### src/rtl/complex_pkg.sv
// Shared definitions for the complex multiplier datapath.
// Holds the operand loader state encodings, the word slots of a frame and the default width.
package complex_pkg;

    localparam int DEFAULT_DATA_WIDTH = 8;

    // Loader FSM states
    typedef enum logic {
        COLLECT = 1'b0,
        HOLD    = 1'b1
    } loader_state_e;

    // Position of each component word inside a frame
    localparam logic [1:0] W_A_RE = 2'd0;
    localparam logic [1:0] W_A_IM = 2'd1;
    localparam logic [1:0] W_B_RE = 2'd2;
    localparam logic [1:0] W_B_IM = 2'd3;

endpackage

### src/rtl/operand_loader.sv
// Operand loader: packs a four-word stream (re_a, im_a, re_b, im_b) into one complex operand pair.
// It buffers a single pair and offers it downstream with op_val/op_ready.
// A word that breaks framing raises a one-cycle frame_err pulse. The loader then realigns on in_sop.
module operand_loader
    import complex_pkg::*;
#(
    parameter int DATA_WIDTH = DEFAULT_DATA_WIDTH
) (
    input  logic                  clk,
    input  logic                  sw_rst,
    input  logic [DATA_WIDTH-1:0] in_data,
    input  logic                  in_val,
    input  logic                  in_sop,
    output logic                  in_ready,
    output logic [DATA_WIDTH-1:0] op_a_re,
    output logic [DATA_WIDTH-1:0] op_a_im,
    output logic [DATA_WIDTH-1:0] op_b_re,
    output logic [DATA_WIDTH-1:0] op_b_im,
    output logic                  op_val,
    input  logic                  op_ready,
    output logic                  frame_err
);

    loader_state_e         state_q, state_d;
    logic [1:0]            cnt_q, cnt_d;
    logic                  err_q, err_d;
    logic [DATA_WIDTH-1:0] a_re_q, a_re_d;
    logic [DATA_WIDTH-1:0] a_im_q, a_im_d;
    logic [DATA_WIDTH-1:0] b_re_q, b_re_d;
    logic [DATA_WIDTH-1:0] b_im_q, b_im_d;
    logic                  accept;

    assign accept = in_val & in_ready;

    // State, word counter, error pulse and operand registers
    always_ff @(posedge clk) begin
        if (sw_rst) begin
            state_q <= COLLECT;
            cnt_q   <= W_A_RE;
            err_q   <= 1'b0;
            a_re_q  <= '0;
            a_im_q  <= '0;
            b_re_q  <= '0;
            b_im_q  <= '0;
        end else begin
            state_q <= state_d;
            cnt_q   <= cnt_d;
            err_q   <= err_d;
            a_re_q  <= a_re_d;
            a_im_q  <= a_im_d;
            b_re_q  <= b_re_d;
            b_im_q  <= b_im_d;
        end
    end

    // Next state: steer accepted words into their slot, detect framing faults, release on transfer
    always_comb begin
        state_d = state_q;
        cnt_d   = cnt_q;
        err_d   = 1'b0;
        a_re_d  = a_re_q;
        a_im_d  = a_im_q;
        b_re_d  = b_re_q;
        b_im_d  = b_im_q;
        case (state_q)
            COLLECT: begin
                if (accept) begin
                    if (in_sop) begin
                        // sop always starts a new frame; mid-frame it also abandons the partial one
                        a_re_d = in_data;
                        cnt_d  = W_A_IM;
                        err_d  = (cnt_q != W_A_RE);
                    end else begin
                        case (cnt_q)
                            W_A_RE: err_d = 1'b1;  // word without sop cannot start a frame: drop it
                            W_A_IM: begin
                                a_im_d = in_data;
                                cnt_d  = W_B_RE;
                            end
                            W_B_RE: begin
                                b_re_d = in_data;
                                cnt_d  = W_B_IM;
                            end
                            default: begin
                                b_im_d  = in_data;
                                cnt_d   = W_A_RE;
                                state_d = HOLD;
                            end
                        endcase
                    end
                end
            end
            default: begin
                if (op_ready) begin
                    state_d = COLLECT;
                end
            end
        endcase
    end

    // Outputs: handshake flags follow the state, operands come straight from the registers
    always_comb begin
        in_ready  = (state_q == COLLECT);
        op_val    = (state_q == HOLD);
        frame_err = err_q;
        op_a_re   = a_re_q;
        op_a_im   = a_im_q;
        op_b_re   = b_re_q;
        op_b_im   = b_im_q;
    end

endmodule

### config.mk
export PLATFORM = sky130hd
export DESIGN_NAME = operand_loader
export DESIGN_NICKNAME = d
export VERILOG_FILES = /design/src/rtl/complex_pkg.sv /design/src/rtl/operand_loader.sv
export SDC_FILE = /design/constraint.sdc
export NUM_CORES = 1
export LEC_CHECK = 0
export BUFFER_PORTS_ARGS = -buffer_cell sky130_fd_sc_hd__buf_2
export CORE_ASPECT_RATIO = 1.2
export CORE_MARGIN = 1.5
export CORE_UTILIZATION = 45
export CTS_BUF_LIST = sky130_fd_sc_hd__clkbuf_4 sky130_fd_sc_hd__clkbuf_8
export DETAILED_ROUTE_END_ITERATION = 10
export GPL_TIMING_DRIVEN = 0
export PLACE_DENSITY = 0.71
export SYNTH_ARGS = -nofsm -noshare
export SYNTH_HDL_FRONTEND = slang
export SYNTH_SLANG_ARGS = --single-unit
### constraint.sdc
create_clock -name clk -period 1.8 [get_ports clk]
set_input_delay 0.09 -clock clk [delete_from_list [all_inputs] [get_ports clk]]
set_output_delay 0.09 -clock clk [all_outputs]
set_load 0.005 [all_outputs]
=== Yosys cells after proc, flatten, opt, wreduce, memory -nomap -nowiden ===
Index checks and enable logic that the tools add are counted.

* Register bits after elaboration: 36
* Bits of input ports: 13
* Output and inout port bits: 35
* Logic and storage cells: 33

* Equal/unequal tests: 3
* Muxes and demuxes: 9
* Bitwise logic cells: 5
* Reduce and logical (&&, ||, !) cells: 9

{| class="wikitable"
|+ Operator list
! kind !! count
|-
| AND reduction 4 bit || 3
|-
| two-way mux 1 bit || 7
|-
| case mux 2 bit (3 select lines) || 1
|-
| AND reduction 3 bit || 2
|-
| OR reduction 3 bit || 2
|-
| NOT 1 bit || 4
|-
| == test 2 x 1 -> 1 bit, second input constant || 1
|-
| == test 2 bit, second input constant || 1
|-
| zero test 2 bit || 1
|-
| two-way mux 2 bit || 1
|-
| inequality test 2 bit, second input constant || 1
|-
| nonzero test 2 bit || 1
|-
| AND 1 bit || 1
|}

=== Logic depth before layout (Yosys ltp) ===
* Word-level depth: 6
* Mapped depth: 5
* Gate-level depth less buffers: 5

=== Worst setup path after synthesis ===
OpenSTA, ideal clock, no wires.

* Kind: register to register
* From: reg cnt_q[0]
* To: reg cnt_q[0]
* Library setup time: 0.072 ns
* Arrival: 1.204 ns
* Data required time: 1.728 ns
* Path slack: 0.524 ns
* Stages on the path, launching flop included: 6
* Buffers on the path: 0
* Period minus slack after synthesis: 1.276 ns
* Cell sequence: dfxtp_1 > inv_1 > ha_1 > ha_1 > nor3b_2 > mux2i_1

* Word-level cells in the longest chain between the ends: 3
* Elaborated cells on any way between the ends: 7
* Those cells by class: eq/ne (3); mux (2); reduce/logical (2)

{| class="wikitable"
|+ Ends and longest elaborated chain
! what !! RTL line !! text
|-
| start: declaration || operand_loader.sv:25 || <nowiki>logic [1:0] cnt_q, cnt_d;</nowiki>
|-
| start signal: assignment || operand_loader.sv:47 || <nowiki>cnt_q <= cnt_d;</nowiki>
|-
| == test 2 bit, or another cell as far along || operand_loader.sv:74 || <nowiki>case (cnt_q)</nowiki>
|-
| case mux 2 bit (3 select lines) or inequality test 2 bit (tied branches) || n/a ||
|-
| two-way mux 2 bit or AND reduction 3 bit (tied branches) || n/a ||
|}

Several ways; a longest one is shown, not always the timed one.
A chain may end at the register's enable or synchronous reset.

=== Worst setup path after layout ===
* From: reg cnt_q[0]
* To: reg cnt_q[1]

The elaborated chain is that of the path after synthesis.

==> flow_summary.toml <==
[run_status]
status = "finished clean"

[sta]
fmax_mhz = 706
worstMarginPinSlew_ns = 0.397
rsz0062_at_grt = "no"
setup_violations = 0
hold_viol = 0
post-route-period-util_pct = 78.7
setup_tns_ns = 0
period_needed_ns = 1.42
relSlewSlack_pct = 73.6
slew_violations = 0
finClkSkew_ns = 0.00475

[finish]
layout-drive-gt1-share_pct = 31.8
area_growth_pct = 24.4
fillers = 301
diodes = 0
fin_nets = 215
final_cell_area_sq_um = 1980
finalNonFillerCells = 235

[route]
wl_um = 3370
via_per_inst = 4.97
initialDrtViolationCount = 29
vias = 1167
post_drt_wl_per_cell_um = 14.4
drc = 0
dr.pass1.iters = 5
antenna_left = 0

[power_and_ir_drop]
power_density_nw_per_um2 = 833
switching_share_pct = 22.1
p_int_uw = 1280
power.leakage_uw = 0.00101
peakVddDrop_uv = 741
combPwrFrac_pct = 7.2
switchingPower_uw = 364
p_clk_share_pct = 43.0
seqPwrFrac_pct = 49.8

[placed_design]
dp_hpwl_um = 2480
post-place-cells = 227
port_buffers = 46
gp_congestion = 0.830
dpl_cell_area_sq_um = 1860

[synthesis]
synth_top_area_cell = "dfxtp_1"
synth-edff-count = 0
yosys_warnings = 0
ys_dominant_reg_cell = "dfxtp_1"
synth.avg_cell_area_sq_um = 11.0
synthDominantCellAreaShare_pct = 45.4
netlist-cell-type-count = 19
synthArstFlopShare_pct = 0
synth_nets = 162
syn_inst = 144
synth_area_leaders = "dfxtp_1, mux2i_1, nand2b_1"
synth_seq_cells = 36
synth.top_cells.by_count = "nand2b_1, dfxtp_1, mux2i_1"
yosysMostFrequentCell = "nand2b_1"
syn_area_sq_um = 1590
ys_seq_area_share_pct = 45.4

[clock_tree]
clockBufferDepth = 2
cts-resized-gates = 0
cts-root-buf = "clkbuf_8"
numCtsBuffers = 5
path_clk_slew_ns = 0.07
insertion_delay_ns = 0.30
cts_hold_buffers = 0
cts.sinks = 36
cts_tree = "built"
postCtsSetupRepairBufs = 0
h-tree-depth = 2

[global_routing]
grt_pass1_wl_um = 5580
grt_max_degree = 13
overflow = 0
grt_pass1_vias = 1187
grt_usage_pct = 19.4
antenna_found_initial = 0

[job]
drv_cap = 0

[setup_path]
crit_buf_inv = 1
worstSetupStartpointType = "flop"
critical_path.top_delay_family = "flip-flops"
critPathSlowestCell = "dfxtp_1"
critPathArrivalTime_ns = 1.63
worstPathCellList = "inv_1 > ha_1 > ha_1 > nor3b_2 > mux2i_1"
crit_path_end_kind = "flop"
worstSetupPathType = "reg2reg"
max_stage_delay_ns = 0.39
critical_path.most_common_cell = "ha_1"
cp.required_ns = 2.02
critical_path.max_fanout = 4

[die]
die-area_sq_um = 3900
num_io_pins = 48
coreArea_sq_um = 3370
start_util_pct = 47.2
rows = 23
die_y_um = 68.1
die_x_um = 57.2

[min_path]
hp-class = "in2reg"
layout by cell type, fill, tap and decap left out:
cell type   synthesis  final
bufinv_16           0      1
a21oi_1             1      1
clkinv_2            0      1
clkinvlp_4          0      1
dfxtp_1            36     36
and4bb_1            1      1
buf_2               2     48
buf_6               3      3
nor3b_2             1      1
mux2i_1            34     34
nor4b_1             1      1
nand2b_1           43     43
clkbuf_8            0      5
or3b_1              1      1
inv_1               4      4
clkbuf_2            1      1
clkbuf_1            4      4
o21bai_1            1      1
and4bb_2            1      1
ha_1                5      5
nand4bb_1           3      3
buf_4               1      1
nand3b_1            1      1
worst min-delay path: cells and delay by family:
kind	cells	cell delay [ns]
AND/OR/NAND/NOR	1	0.08
AO/OA/AOI/OAI	1	0.06
buffers and inverters	1	0.07
logic make-up after synthesis:
kind of cell / Yosys count / synth area share [%]
compound gates: 2 / 0.788
mux: 34 / 21.4
fa+ha+maj: 5 / 3.94
buf+inv: 15 / 5.44
simple gates: 52 / 23.0
flops: 36 / 45.4
worst paths after layout:
kind | start | cells past startpoint | slack [ns] | to
worst max-delay path | cnt_q[0] | 5 | 0.38 | cnt_q[1]
worst min-delay path | op_ready | 3 | 0.06 | op_val
worst min register to register | op_a_im[5] | 2 | 0.47 | op_a_im[5]
worst max register to register | cnt_q[0] | 5 | 0.38 | cnt_q[1]
sequential cells by signal (all words and copies together) (netlist names):
| name | cells |
|---|---|
| op_b_im | 8 |
| op_a_re | 8 |
| op_a_im | 8 |
| frame_err | 1 |
| op_val | 1 |
| cnt_q | 2 |
| op_b_re | 8 |
layout make-up:
type                    instances  area [sq um]  area share [%]
well taps                      37          46.3            2.34
plain buffers                  11          71.3            3.61
flip-flops and latches         36           721            36.5
multi-input cells              93           781            39.5
repair buffers                 46           230            11.7
inverters                       4          15.0           0.760
clock inverters                 3          42.5            2.15
clock buffers                   5          68.8            3.48
stage by stage:
stage                     util, %  power, uW  hold WS [ns]  setup slack, ns
after global routing         58.7       1710        0.0739            0.274
after floorplan                 -        910         0.260            0.524
after detailed placement     55.4        958         0.368            0.414
final                        58.7       1650        0.0581            0.384
after global placement       55.4        953         0.360            0.449
after CTS                    58.7       1670        0.0524            0.370
per-layer routing:
| layer | vias to the layer above | track usage [%] | wire, um | share of wire, % |
|---|---|---|---|---|
| met5 | - | 0 | 0 | 0 |
| met4 | 0 | 7.85 | 54 | 1.6 |
| met3 | 5 | 6.81 | 208 | 6.2 |
| met2 | 34 | 33.0 | 1700 | 51 |
| met1 | 547 | 22.2 | 1410 | 42 |
| li1 | 581 | - | - | - |
power groups by stage:
stage | clock (uW) | sequential, uW | combinational [uW]
6_report | 708 | 820 | 118
2_1_floorplan | 0 | 839 | 71.3
4_1_cts | 726 | 819 | 121
3_3_place_gp | 0 | 837 | 116
5_1_grt | 757 | 821 | 132
3_5_place_dp | 0 | 838 | 120
(Power assumes the default switching activity.)
